--- src/rtl/rs_station.sv ---
// rs_station: reservation station for one functional-unit class.
// Holds DEPTH entries; each captures its two operands either as a value
// (tag == NONE_TAG) or as the tag of the unit that will produce it. The CDB
// is snooped every cycle to fill in pending operands. Entries whose operands
// are both present are presented to the functional unit on a valid/ready
// handshake. Entry i owns tag TAG_BASE+i.
//
// Optional feature (macro RS_AGE_ORDER_EN): per-entry age counters. Dispatch
// then picks the oldest ready entry, and the pick is locked until the
// handshake completes. Without the macro, dispatch picks the lowest-index
// ready entry.
//
// Ports:
//   clk, rst_n                     clock, async active-low reset
//   issue_valid/issue_ready        issue handshake
//   issue_op, issue_tag1/2, issue_val1/2   instruction being issued
//   alloc_tag                      tag of the entry that would be allocated
//   cdb_valid, cdb_tag, cdb_val    common data bus broadcast
//   disp_valid/disp_ready          dispatch handshake
//   disp_op, disp_a, disp_b, disp_tag      presented entry
module rs_station #(
  parameter int DEPTH     = 4,
  parameter int TAG_BASE  = 0,
  parameter int UNIT_SIZE = 8,
  parameter int WORD_SIZE = 32,
  parameter int OP_W      = 4,
  parameter logic [UNIT_SIZE-1:0] NONE_TAG = 'h7F
) (
  input  logic                 clk,
  input  logic                 rst_n,
  input  logic                 issue_valid,
  output logic                 issue_ready,
  input  logic [OP_W-1:0]      issue_op,
  input  logic [UNIT_SIZE-1:0] issue_tag1,
  input  logic [WORD_SIZE-1:0] issue_val1,
  input  logic [UNIT_SIZE-1:0] issue_tag2,
  input  logic [WORD_SIZE-1:0] issue_val2,
  output logic [UNIT_SIZE-1:0] alloc_tag,
  input  logic                 cdb_valid,
  input  logic [UNIT_SIZE-1:0] cdb_tag,
  input  logic [WORD_SIZE-1:0] cdb_val,
  output logic                 disp_valid,
  input  logic                 disp_ready,
  output logic [OP_W-1:0]      disp_op,
  output logic [WORD_SIZE-1:0] disp_a,
  output logic [WORD_SIZE-1:0] disp_b,
  output logic [UNIT_SIZE-1:0] disp_tag
);

  localparam int IW = $clog2(DEPTH);

  logic [DEPTH-1:0]     busy;
  logic [OP_W-1:0]      op_q   [DEPTH];
  logic [UNIT_SIZE-1:0] tag1_q [DEPTH];
  logic [WORD_SIZE-1:0] val1_q [DEPTH];
  logic [UNIT_SIZE-1:0] tag2_q [DEPTH];
  logic [WORD_SIZE-1:0] val2_q [DEPTH];

  logic [DEPTH-1:0] ready;
  logic             free_found;
  logic [IW-1:0]    free_idx;
  logic             sel_found;
  logic [IW-1:0]    sel_idx;
  logic             cdb_hit;
  logic             issue_fire;
  logic             disp_fire;

`ifdef RS_AGE_ORDER_EN
  logic [IW-1:0] age_q [DEPTH];
  logic          lock_q;
  logic [IW-1:0] lock_idx_q;
  logic [IW-1:0] best_age;
`endif

  assign cdb_hit = cdb_valid && (cdb_tag != NONE_TAG);

  always_comb begin
    for (int i = 0; i < DEPTH; i++)
      ready[i] = busy[i] && (tag1_q[i] == NONE_TAG) && (tag2_q[i] == NONE_TAG);
  end

  // Lowest free entry; scanning downward leaves the lowest index last.
  always_comb begin
    free_found = 1'b0;
    free_idx   = '0;
    for (int i = DEPTH - 1; i >= 0; i--) begin
      if (!busy[i]) begin
        free_found = 1'b1;
        free_idx   = IW'(i);
      end
    end
  end

  // issue_ready is forced low during reset even though every entry is free.
  assign issue_ready = rst_n && free_found;
  assign alloc_tag   = UNIT_SIZE'(TAG_BASE) + UNIT_SIZE'(free_idx);
  assign issue_fire  = issue_valid && issue_ready;

`ifdef RS_AGE_ORDER_EN
  // Oldest ready entry; strict '>' keeps ties on the lowest index.
  always_comb begin
    sel_found = 1'b0;
    sel_idx   = '0;
    best_age  = '0;
    for (int i = 0; i < DEPTH; i++) begin
      if (ready[i] && (!sel_found || age_q[i] > best_age)) begin
        sel_found = 1'b1;
        sel_idx   = IW'(i);
        best_age  = age_q[i];
      end
    end
    if (lock_q) begin
      sel_found = 1'b1;
      sel_idx   = lock_idx_q;
    end
  end
`else
  always_comb begin
    sel_found = 1'b0;
    sel_idx   = '0;
    for (int i = DEPTH - 1; i >= 0; i--) begin
      if (ready[i]) begin
        sel_found = 1'b1;
        sel_idx   = IW'(i);
      end
    end
  end
`endif

  assign disp_valid = sel_found;
  assign disp_fire  = disp_valid && disp_ready;
  assign disp_op    = sel_found ? op_q[sel_idx]   : '0;
  assign disp_a     = sel_found ? val1_q[sel_idx] : '0;
  assign disp_b     = sel_found ? val2_q[sel_idx] : '0;
  assign disp_tag   = sel_found ? UNIT_SIZE'(TAG_BASE) + UNIT_SIZE'(sel_idx) : NONE_TAG;

  always_ff @(posedge clk or negedge rst_n) begin
    if (!rst_n) begin
      busy <= '0;
      for (int i = 0; i < DEPTH; i++) begin
        op_q[i]   <= '0;
        tag1_q[i] <= NONE_TAG;
        val1_q[i] <= '0;
        tag2_q[i] <= NONE_TAG;
        val2_q[i] <= '0;
`ifdef RS_AGE_ORDER_EN
        age_q[i]  <= '0;
`endif
      end
`ifdef RS_AGE_ORDER_EN
      lock_q     <= 1'b0;
      lock_idx_q <= '0;
`endif
    end else begin
      for (int i = 0; i < DEPTH; i++) begin
        if (cdb_hit && busy[i] && tag1_q[i] == cdb_tag) begin
          tag1_q[i] <= NONE_TAG;
          val1_q[i] <= cdb_val;
        end
        if (cdb_hit && busy[i] && tag2_q[i] == cdb_tag) begin
          tag2_q[i] <= NONE_TAG;
          val2_q[i] <= cdb_val;
        end
`ifdef RS_AGE_ORDER_EN
        if (issue_fire && busy[i] && age_q[i] != {IW{1'b1}})
          age_q[i] <= age_q[i] + 1'b1;
`endif
      end

      // The dispatched entry is busy and the allocated one is free, so these
      // never target the same entry.
      if (disp_fire)
        busy[sel_idx] <= 1'b0;

      if (issue_fire) begin
        busy[free_idx] <= 1'b1;
        op_q[free_idx] <= issue_op;
        // Bypass a broadcast that lands in the same cycle as the issue.
        if (cdb_hit && cdb_tag == issue_tag1) begin
          tag1_q[free_idx] <= NONE_TAG;
          val1_q[free_idx] <= cdb_val;
        end else begin
          tag1_q[free_idx] <= issue_tag1;
          val1_q[free_idx] <= issue_val1;
        end
        if (cdb_hit && cdb_tag == issue_tag2) begin
          tag2_q[free_idx] <= NONE_TAG;
          val2_q[free_idx] <= cdb_val;
        end else begin
          tag2_q[free_idx] <= issue_tag2;
          val2_q[free_idx] <= issue_val2;
        end
`ifdef RS_AGE_ORDER_EN
        age_q[free_idx] <= '0;
`endif
      end

`ifdef RS_AGE_ORDER_EN
      lock_q     <= disp_valid && !disp_ready;
      lock_idx_q <= sel_idx;
`endif
    end
  end

endmodule
--- config.mk ---
export PLATFORM = sky130hd
export DESIGN_NAME = rs_station
export DESIGN_NICKNAME = d
export VERILOG_FILES = /design/src/rtl/rs_station.sv
export SDC_FILE = /design/constraint.sdc
export NUM_CORES = 1
export LEC_CHECK = 0
export ABC_AREA = 1
export CAP_MARGIN = 40
export CORE_UTILIZATION = 39
export DETAILED_ROUTE_END_ITERATION = 12
export GPL_TIMING_DRIVEN = 0
export PLACE_DENSITY = 0.61
export SYNTH_ARGS = -nofsm -noshare
export SYNTH_HDL_FRONTEND = slang
export SYNTH_SLANG_ARGS = --single-unit
--- constraint.sdc ---
create_clock -name clk -period 2.2 [get_ports clk]
set_input_delay 0.33 -clock clk [delete_from_list [all_inputs] [get_ports clk]]
set_output_delay 0.33 -clock clk [all_outputs]
set_load 0.05 [all_outputs]
==> reports/qor.txt, run 1 <==
CLOCK NETWORK
------------------------------------------------------------------------------
Clock buffers created by TritonCTS                                          44
Clock Pin Slew Worst Setup and Hold Paths                                70 ps
Number of clock sinks seen by CTS                                          340
Clock root buffer                                                 sky130_fd_sc_hd__clkbuf_16
Buffers from clock root to sink, at most                                     3
CTS H-tree lvls                                                              2
Clock latency on the worst-skew pair                                    600 ps
Clock tree from TritonCTS                                                built

DRT
------------------------------------------------------------------------------
Post-Route WL                                                           120 mm
Per-cell via count in the routed design                                   5.74
Starting DRT DRC Count                                                   3,602
Residual DRC                                                                 0
Number of routed nets with antenna violations                                0
Wire length per cell                                                   24.3 um
Via total after detailed routing                                        28,394
Initial DRT Pass Iterations                                                  7

SETUP PATH
------------------------------------------------------------------------------
Slowest cell on the critical path                                 sky130_fd_sc_hd__dfstp_2
Data arrival time at the worst-slack endpoint                          2960 ps
Worst path cell trace                                             inv_1, nor3_1, nand4_1, nand3_4, buf_4, clkbuf_4, nand3_2, a21oi_4, buf_6
Data required time of the critical path                                1870 ps
Startpoint-to-endpoint class of the critical path                 flip-flop to primary output
Type of element capturing the critical path                       primary output
CP top delay family                                               simple AND/OR/NAND/NOR gates
Critical Path Start Type                                             flip-flop
Worst path bufs/invs                                                         4
Top fanout value on the critical path                                       10
CP max stage delay                                                      570 ps

TIMING
------------------------------------------------------------------------------
Maximum operating frequency                                            304 MHz
Total Neg Setup Slack                                               -74,100 ps
Share of the clock period used by the worst path after layout             150%
Worst slack on hold paths                                               230 ps
Post-layout minimum cycle time                                         3290 ps
Worst slew margin relative to its limit                                  46.9%
Number of hold violations in the final report                                0
Worst-margin pin slew                                                   796 ps
Number of setup violations in the final report                              83
Number of max-slew violations in the final report                            0
Unrepaired setup endpoints after global routing                           true
Worst path setup slack after routing                                  -1090 ps
Clock skew after layout                                                18.4 ps

YOSYS
------------------------------------------------------------------------------
Count of state elements after synthesis                                    340
Most instantiated cells after synthesis                           sky130_fd_sc_hd__nand2_1, sky130_fd_sc_hd__nand3_1, sky130_fd_sc_hd__inv_1, sky130_fd_sc_hd__o21ai_0, sky130_fd_sc_hd__dfrtp_1
Post-synthesis cell count                                                3,801
Main area contributors after synthesis                            sky130_fd_sc_hd__dfrtp_1, sky130_fd_sc_hd__nand2_1, sky130_fd_sc_hd__nand3_1, sky130_fd_sc_hd__o21ai_0, sky130_fd_sc_hd__inv_1
Count of different cell masters after synthesis                             33
Most used DFF post-synth                                          sky130_fd_sc_hd__dfrtp_1
Fraction of the yosys area taken by sequential cells                     35.8%
Yosys synthesis warning count                                                0
Most used standard cell by instance count after synthesis         sky130_fd_sc_hd__nand2_1
Synthesized area                                                    24,000 um2
Synthesized area divided by synthesized cell count                    6.30 um2
Proportion of netlist area held by the largest area contributor          29.7%
Cell type with the highest aggregate area in the netlist          sky130_fd_sc_hd__dfrtp_1
Count of flip-flops with a built-in enable after synthesis                   0
Share of synthesized registers carrying an async set or reset             100%

GLOBAL ROUTING
------------------------------------------------------------------------------
GRT met3 Usage                                                           11.0%
GR Overflow Total                                                            0
Met1 usage in global routing                                             47.9%
Wire length of the first global-routing pass                            171 mm
Largest net degree at the start of global routing                          107
Initial antenna violation count                                              2
GR Util All Layers                                                       36.8%
Number of global-route vias before repair                               26,515
Met2 Usage GRT                                                           54.5%
Busiest layer in global routing                                           met2

HOLD PATH
------------------------------------------------------------------------------
Class of the tightest hold or removal check                       input pin to flip-flop

PLACED DESIGN
------------------------------------------------------------------------------
Pre-CTS worst setup slack                                             -1570 ps
Final HPWL from detailed placement                                     80.6 mm
Buffers on Ports                                                           173
Area post-placement                                                 27,700 um2
Global placement routability congestion                                  0.971

STATUS
------------------------------------------------------------------------------
Status                                                            complete, but fails checks
Violated checks                                                   setup timing

POWER
------------------------------------------------------------------------------
Internal power of the cells                                          19,900 uW
Sequential share of power                                                32.6%
Switching share of total power                                           42.2%
Power per cell area                                                1030 nW/um2
Leakage power of the design                                          0.0158 uW
Power share of the combinational group                                   46.1%
Power share of the clock group                                           21.3%
Total net switching power                                            14,500 uW
IR Drop Worst-Case VDD                                                0.530 mV

DIE
------------------------------------------------------------------------------
Initial cell density of the core                                         39.5%
Top-level port count                                                       215
Area enclosed by the die boundary                                   62,400 um2
Number of rows created at floorplan                                         90
Floorplan core area                                                 60,600 um2
Die extent in y                                                         250 um
Horiz. Die Dim                                                          250 um

FINISH
------------------------------------------------------------------------------
Ratio of cells with drive above 1 in the final layout                    22.8%
Area delta synth->final                                                  39.1%
Total Nets Final                                                         4,257
Post-route standard cell area excluding fillers                     33,300 um2

JOB
------------------------------------------------------------------------------
Total of max-cap violations                                                  0

-- final cells by class --
type,count,area [um2]
Antenna cell,2,5.00
Buffer,310,2740
Clock buffer,67,1290
Clock inverter,11,96.3
Fill cell,5907,27200
Inverter,487,1870
Multi-Input combinational cell,2664,14500
Sequential cell,340,8580
Tap cell,782,978
Timing Repair Buffer,280,3260
Timing Repair inverter,1,6.26
-- tightest hold or removal path: stages --
cell	delay, ps
sky130_fd_sc_hd__buf_1	220
sky130_fd_sc_hd__o21ai_1	190
sky130_fd_sc_hd__nand2_1	50
-- power by group through the flow --
stage / Clock [uW] / Combinational (uW) / Sequential (uW)
CTS: 7270 / 14200 / 11100
global route: 7500 / 17500 / 11500
detailed placement: 0 / 12900 / 11200
global placement: 0 / 12700 / 11300
floorplan: 0 / 9740 / 10900
finish: 7310 / 15900 / 11200
-- worst paths after layout --
check	startpoint	slack [ps]	cells past startpoint	end
max	tag1_q[22]	-1090	9	disp_a[15]
min	cdb_val[13]	230	3	val2_q[13]
max reg2reg	tag2_q[12]	-110	12	busy[2]
min reg2reg	op_q[4]	480	2	op_q[4]
max in group asynchronous	rst_n	690	4	val2_q[52]
min in group asynchronous	rst_n	480	2	tag1_q[6]
-- placed cells by master, fill, tap and decap left out, drive strengths merged --
| cell | netlist | final |
|---|---|---|
| diode | 0 | 2 |
| nor2 | 51 | 51 |
| nor3 | 9 | 9 |
| buf | 164 | 369 |
| or2 | 4 | 4 |
| conb | 1 | 7 |
| clkbuf | 152 | 194 |
| dfstp | 56 | 56 |
| inv | 487 | 487 |
| a21oi | 228 | 228 |
| clkinvlp | 0 | 3 |
| clkdlybuf4s50 | 0 | 93 |
| nand3 | 485 | 485 |
| o21ai | 462 | 462 |
| bufinv | 0 | 1 |
| xnor2 | 70 | 70 |
| nor2b | 1 | 1 |
| xor2 | 4 | 4 |
| clkinv | 0 | 8 |
| nand4 | 32 | 32 |
| dfrtp | 284 | 284 |
| nand3b | 13 | 13 |
| o21a | 1 | 1 |
| o22ai | 41 | 41 |
| dlygate4sd3 | 0 | 1 |
| nand2 | 1256 | 1256 |
-- logic make-up (layout without fill, tap and decap cells) --
group,Yosys count,after routing,synth area share (%)
other,1,9,0.0157
DFF,340,340,35.8
xor gates and xnor gates,74,74,2.70
and+or+nand+nor,1851,1851,32.4
buffers and inverters,803,1156,13.6
AOI/OAI and AO/OA,732,732,15.5
-- flip-flops by register name, indices dropped and copies added, names as in the netlist --
name    count
busy        4
op_q       16
tag1_q     32
tag2_q     32
val1_q    128
val2_q    128
-- stage by stage --
stage	util [%]	cells	power [uW]
floorplan	-	3807	20600
global placement	45.6	4762	23900
detailed placement	45.8	4768	24100
CTS	52.0	4901	32600
global route	55.0	4943	36500
finish	55.0	4944	34400
-- timing repair --
item                                   4_1_cts  5_1_grt
hold buffers                                 2        0
setup endpoints to repair                  418      398
gates cloned                                 7       11
endpoints found under the hold margin       24        0
pin swaps                                   79      100
buffers inserted                            50       33
gates resized for setup                   1019      487
-- layer usage --
metal  up-vias  share of wire, %  wire length (um)
met4         4               6.0              7190
met3       458                12             14600
li1      12724                 -                 -
met5         -             0.062                74
met1     13323                39             46500
met2      1885                43             51700
Power figures use the tool's default switching activity.
==> run 2, diff against run 1 <==
- ABC_AREA: 1 -> unset
==> run 2 against run 1 <==
  * The flow still finishes with violations (setup timing)
  * Core utilization grew 0.51 points
  * Clock power grew 3.1%
  * Worst hold slack better by 130 ps
  * Area after synthesis down 5.4%
  * Highest routed layer unchanged
  * Total power down 17%
  * Combinational power fell by 41%
==> reports/qor.txt, run 2 <==
STATUS
------------------------------------------------------------------------------
Status                                                            complete, but fails checks
Violated checks                                                   setup timing

YOSYS
------------------------------------------------------------------------------
Synthesized area                                                    22,700 um2   -5.4%
Most used standard cell by instance count after synthesis         sky130_fd_sc_hd__nand2_1
Proportion of netlist area held by the largest area contributor          31.3%   +1.7 points
Yosys synthesis warning count                                                0   unchanged
Cell type with the highest aggregate area in the netlist          sky130_fd_sc_hd__dfrtp_1
Synthesized area divided by synthesized cell count                    8.21 um2   +30%
Count of flip-flops with a built-in enable after synthesis                   0   unchanged
Count of different cell masters after synthesis                             49   +48%
Post-synthesis cell count                                                2,763   -27%
Main area contributors after synthesis                            sky130_fd_sc_hd__dfrtp_1, sky130_fd_sc_hd__nand2_1, sky130_fd_sc_hd__dfstp_2, sky130_fd_sc_hd__nand3_1, sky130_fd_sc_hd__a32o_1
Share of synthesized registers carrying an async set or reset             100%   unchanged
Most used DFF post-synth                                          sky130_fd_sc_hd__dfrtp_1
Fraction of the yosys area taken by sequential cells                     37.8%   +2.0 points
Count of state elements after synthesis                                    340   unchanged
Most instantiated cells after synthesis                           sky130_fd_sc_hd__nand2_1, sky130_fd_sc_hd__dfrtp_1, sky130_fd_sc_hd__nand3_1, sky130_fd_sc_hd__clkbuf_1, sky130_fd_sc_hd__o21ai_0

GLOBAL ROUTING
------------------------------------------------------------------------------
GR Overflow Total                                                            0   unchanged
Wire length of the first global-routing pass                            175 mm   +2.4%
Largest net degree at the start of global routing                          106   -0.93%
GR Util All Layers                                                       40.2%   +3.4 points
Initial antenna violation count                                              2   unchanged
Number of global-route vias before repair                               25,729   -3.0%

DRT
------------------------------------------------------------------------------
Initial DRT Pass Iterations                                                  6   -1
Number of routed nets with antenna violations                                0   unchanged
Starting DRT DRC Count                                                   3,812   +5.8%
Per-cell via count in the routed design                                   6.74   +17%
Post-Route WL                                                           125 mm   +4.0%
Wire length per cell                                                   31.5 um   +30%
Residual DRC                                                                 0   unchanged
Via total after detailed routing                                        26,689   -6.0%

HOLD PATH
------------------------------------------------------------------------------
Class of the tightest hold or removal check                       input pin to flip-flop
Hold path start                                                   issue_tag1[7]
Worst hold endpoint                                                 tag1_q[15]
Hold Path Stages                                                             2   -1

CLOCK NETWORK
------------------------------------------------------------------------------
Clock tree from TritonCTS                                                built
CTS H-tree lvls                                                              2   unchanged
Number of clock sinks seen by CTS                                          340   unchanged
Clock latency on the worst-skew pair                                    600 ps   about the same
Clock Pin Slew Worst Setup and Hold Paths                                60 ps   about the same
Clock root buffer                                                 sky130_fd_sc_hd__clkbuf_16
Clock buffers created by TritonCTS                                          43   -2.3%
Buffers from clock root to sink, at most                                     3   unchanged

SETUP PATH
------------------------------------------------------------------------------
Data arrival time at the worst-slack endpoint                          3110 ps   +150 ps
Startpoint-to-endpoint class of the critical path                 flip-flop to primary output
Slowest cell on the critical path                                 sky130_fd_sc_hd__or4_4
Crit Reg-Reg Endpoint                                                  busy[2]
Setup slack of the most critical reg-to-reg path                       -230 ps   -120 ps
Launching instance or port of the critical path                      tag2_q[8]
Most common cell on crit path                                     sky130_fd_sc_hd__buf_12
Worst path cell trace                                             nand4_1, or4_4, nor3b_4, buf_12, buf_4, buf_12, o221a_4, o21ai_4, buf_6
CP max stage delay                                                      590 ps   +20 ps
Data required time of the critical path                                1870 ps   about the same
Top fanout value on the critical path                                        6   -4
Worst-case reg-to-reg path depth                                             8   -4
Type of element capturing the critical path                       primary output
Critical Path Start Type                                             flip-flop
Worst flop-to-flop path startpoint                                   tag2_q[8]

DIE
------------------------------------------------------------------------------
Number of rows created at floorplan                                         88   -2.2%
Area enclosed by the die boundary                                   59,100 um2   -5.3%
Horiz. Die Dim                                                          243 um   -2.7%
Initial cell density of the core                                         39.4%   -0.18 points
Floorplan core area                                                 57,600 um2   -4.9%
Die extent in y                                                         243 um   -2.7%
Top-level port count                                                       215   unchanged

PLACED DESIGN
------------------------------------------------------------------------------
Area post-placement                                                 26,900 um2   -3.0%
Buffers on Ports                                                           207   +20%
Final HPWL from detailed placement                                     84.9 mm   +5.4%
Global placement routability congestion                                  0.992   +2.1%

FINISH
------------------------------------------------------------------------------
Most frequent cells in the layout                                 sky130_fd_sc_hd__nand2_1, sky130_fd_sc_hd__dfrtp_1, sky130_fd_sc_hd__nand3_1
Largest registers                                                 val1_q (128), val2_q (128)
Commonest non-fill, non-tap cell in the layout                    sky130_fd_sc_hd__nand2_1
Ratio of cells with drive above 1 in the final layout                    25.9%   +3.1 points
Total Nets Final                                                         3,286   -23%
Post-route standard cell area excluding fillers                     32,000 um2   -4.1%
Final Core Density                                                       55.5%   +0.51 points
Area delta synth->final                                                  41.1%

POWER
------------------------------------------------------------------------------
Leakage power of the design                                          0.0135 uW   -15%
IR Drop Worst-Case VDD                                                0.595 mV   +12%
Power per cell area                                                 888 nW/um2   -14%

TIMING
------------------------------------------------------------------------------
Post-layout minimum cycle time                                         3440 ps   +150 ps
Worst slew margin relative to its limit                                  32.5%   -14 points
Clock skew after layout                                                23.6 ps   +5.12 ps
Unrepaired setup endpoints after global routing                           true
Number of max-slew violations in the final report                            0   unchanged
Maximum operating frequency                                            291 MHz   -4.4%
Total Neg Setup Slack                                              -121,530 ps   -47,420 ps
Number of hold violations in the final report                                0   unchanged
Worst-margin pin slew                                                  1010 ps   +216 ps
Share of the clock period used by the worst path after layout             156%   +6.8 points
Number of setup violations in the final report                             341   +310%
Worst path setup slack after routing                                  -1240 ps   -150 ps

JOB
------------------------------------------------------------------------------
Total of max-cap violations                                                  0   unchanged

[run 2: cell count changes after synthesis, sizes merged, moves of 55 or more]
cell | previous run | this run
nand2 | 1256 | 582
inv | 487 | 2
nand3 | 485 | 262
a21oi | 228 | 80
a32o | 0 | 129
a22o | 0 | 128
mux2i | 0 | 128
clkbuf | 152 | 253
o21ai | 462 | 379
o221a | 0 | 68
buf | 164 | 98
xor2 | 4 | 64
nand3b | 13 | 68
[run 2: how the worst max path moves through the flow]
stage,cells after the start,slack (ps),endpoint
CTS,9,-1220,disp_tag[4]
global placement,1,-15270,val1_q[90]
finish,9,-1240,disp_b[26]
floorplan,7,-300,disp_b[11]
global route,9,-1250,disp_tag[5]
detailed placement,9,-1990,disp_b[30]
[run 2: area by class of cell]
type	count	area, um2
multi-input cells	2076	14300
plain buffers	340	2440
flip-flops and latches	340	8580
clock buffers	71	1330
fillers	5193	25600
well taps	765	957
repair buffers	354	4220
inverters	2	7.51
clock inverters	7	110
diodes	3	7.51
[run 2: cell families after synthesis]
| kind of cell | count (synthesis) | synth area share (%) |
|---|---|---|
| flops | 340 | 37.8 |
| xor+xnor | 80 | 3.12 |
| mux | 128 | 5.65 |
| buf+inv | 353 | 6.77 |
| simple gates | 1061 | 21.9 |
| compound gates | 800 | 24.7 |
| other cells | 1 | 0.0165 |
[run 2: through the flow]
step | hold slack (ps) | setup slack (ps) | instances | power, uW
after detailed placement | 364 | -1990 | 3761 | 19500
after CTS | 322 | -1220 | 3915 | 27500
after floorplan | 34.4 | -297 | 2769 | 16300
after global placement | 462 | -15270 | 3741 | 19200
after global routing | 353 | -1250 | 3955 | 29500
final | 357 | -1240 | 3958 | 28400
[run 2: layer usage]
layer  up-vias  track usage [%]  share of wire (%)
met5         -            0.490             0.0096
met1     13061             51.3                 38
met2      2175             59.2                 42
met4         2             22.1                6.4
li1      10929                -                  -
met3       522             13.8                 13
[run 2: repair_timing]
action,4_1_cts,5_1_grt
endpoints found under the setup margin,419,392
hold endpoints to repair,51,0
resized for setup,943,307
cloned,15,20
pin swaps,33,139
hold buffers,3,0
buffers inserted,65,30
[run 2: power breakdown]
part,internal (uW),switching [uW]
Combinational,3620,5790
Sequential,9510,1960
Clock,4470,3070
Total,17600,10800
[run 2: worst max-delay path, delay by kind of cell (launching register included)]
family | cells | cell delay (ps)
AND/OR/NAND/NOR | 3 | 1090
buffers and inverters | 4 | 620
flip-flops | 1 | 530
AO/OA/AOI/OAI | 2 | 260
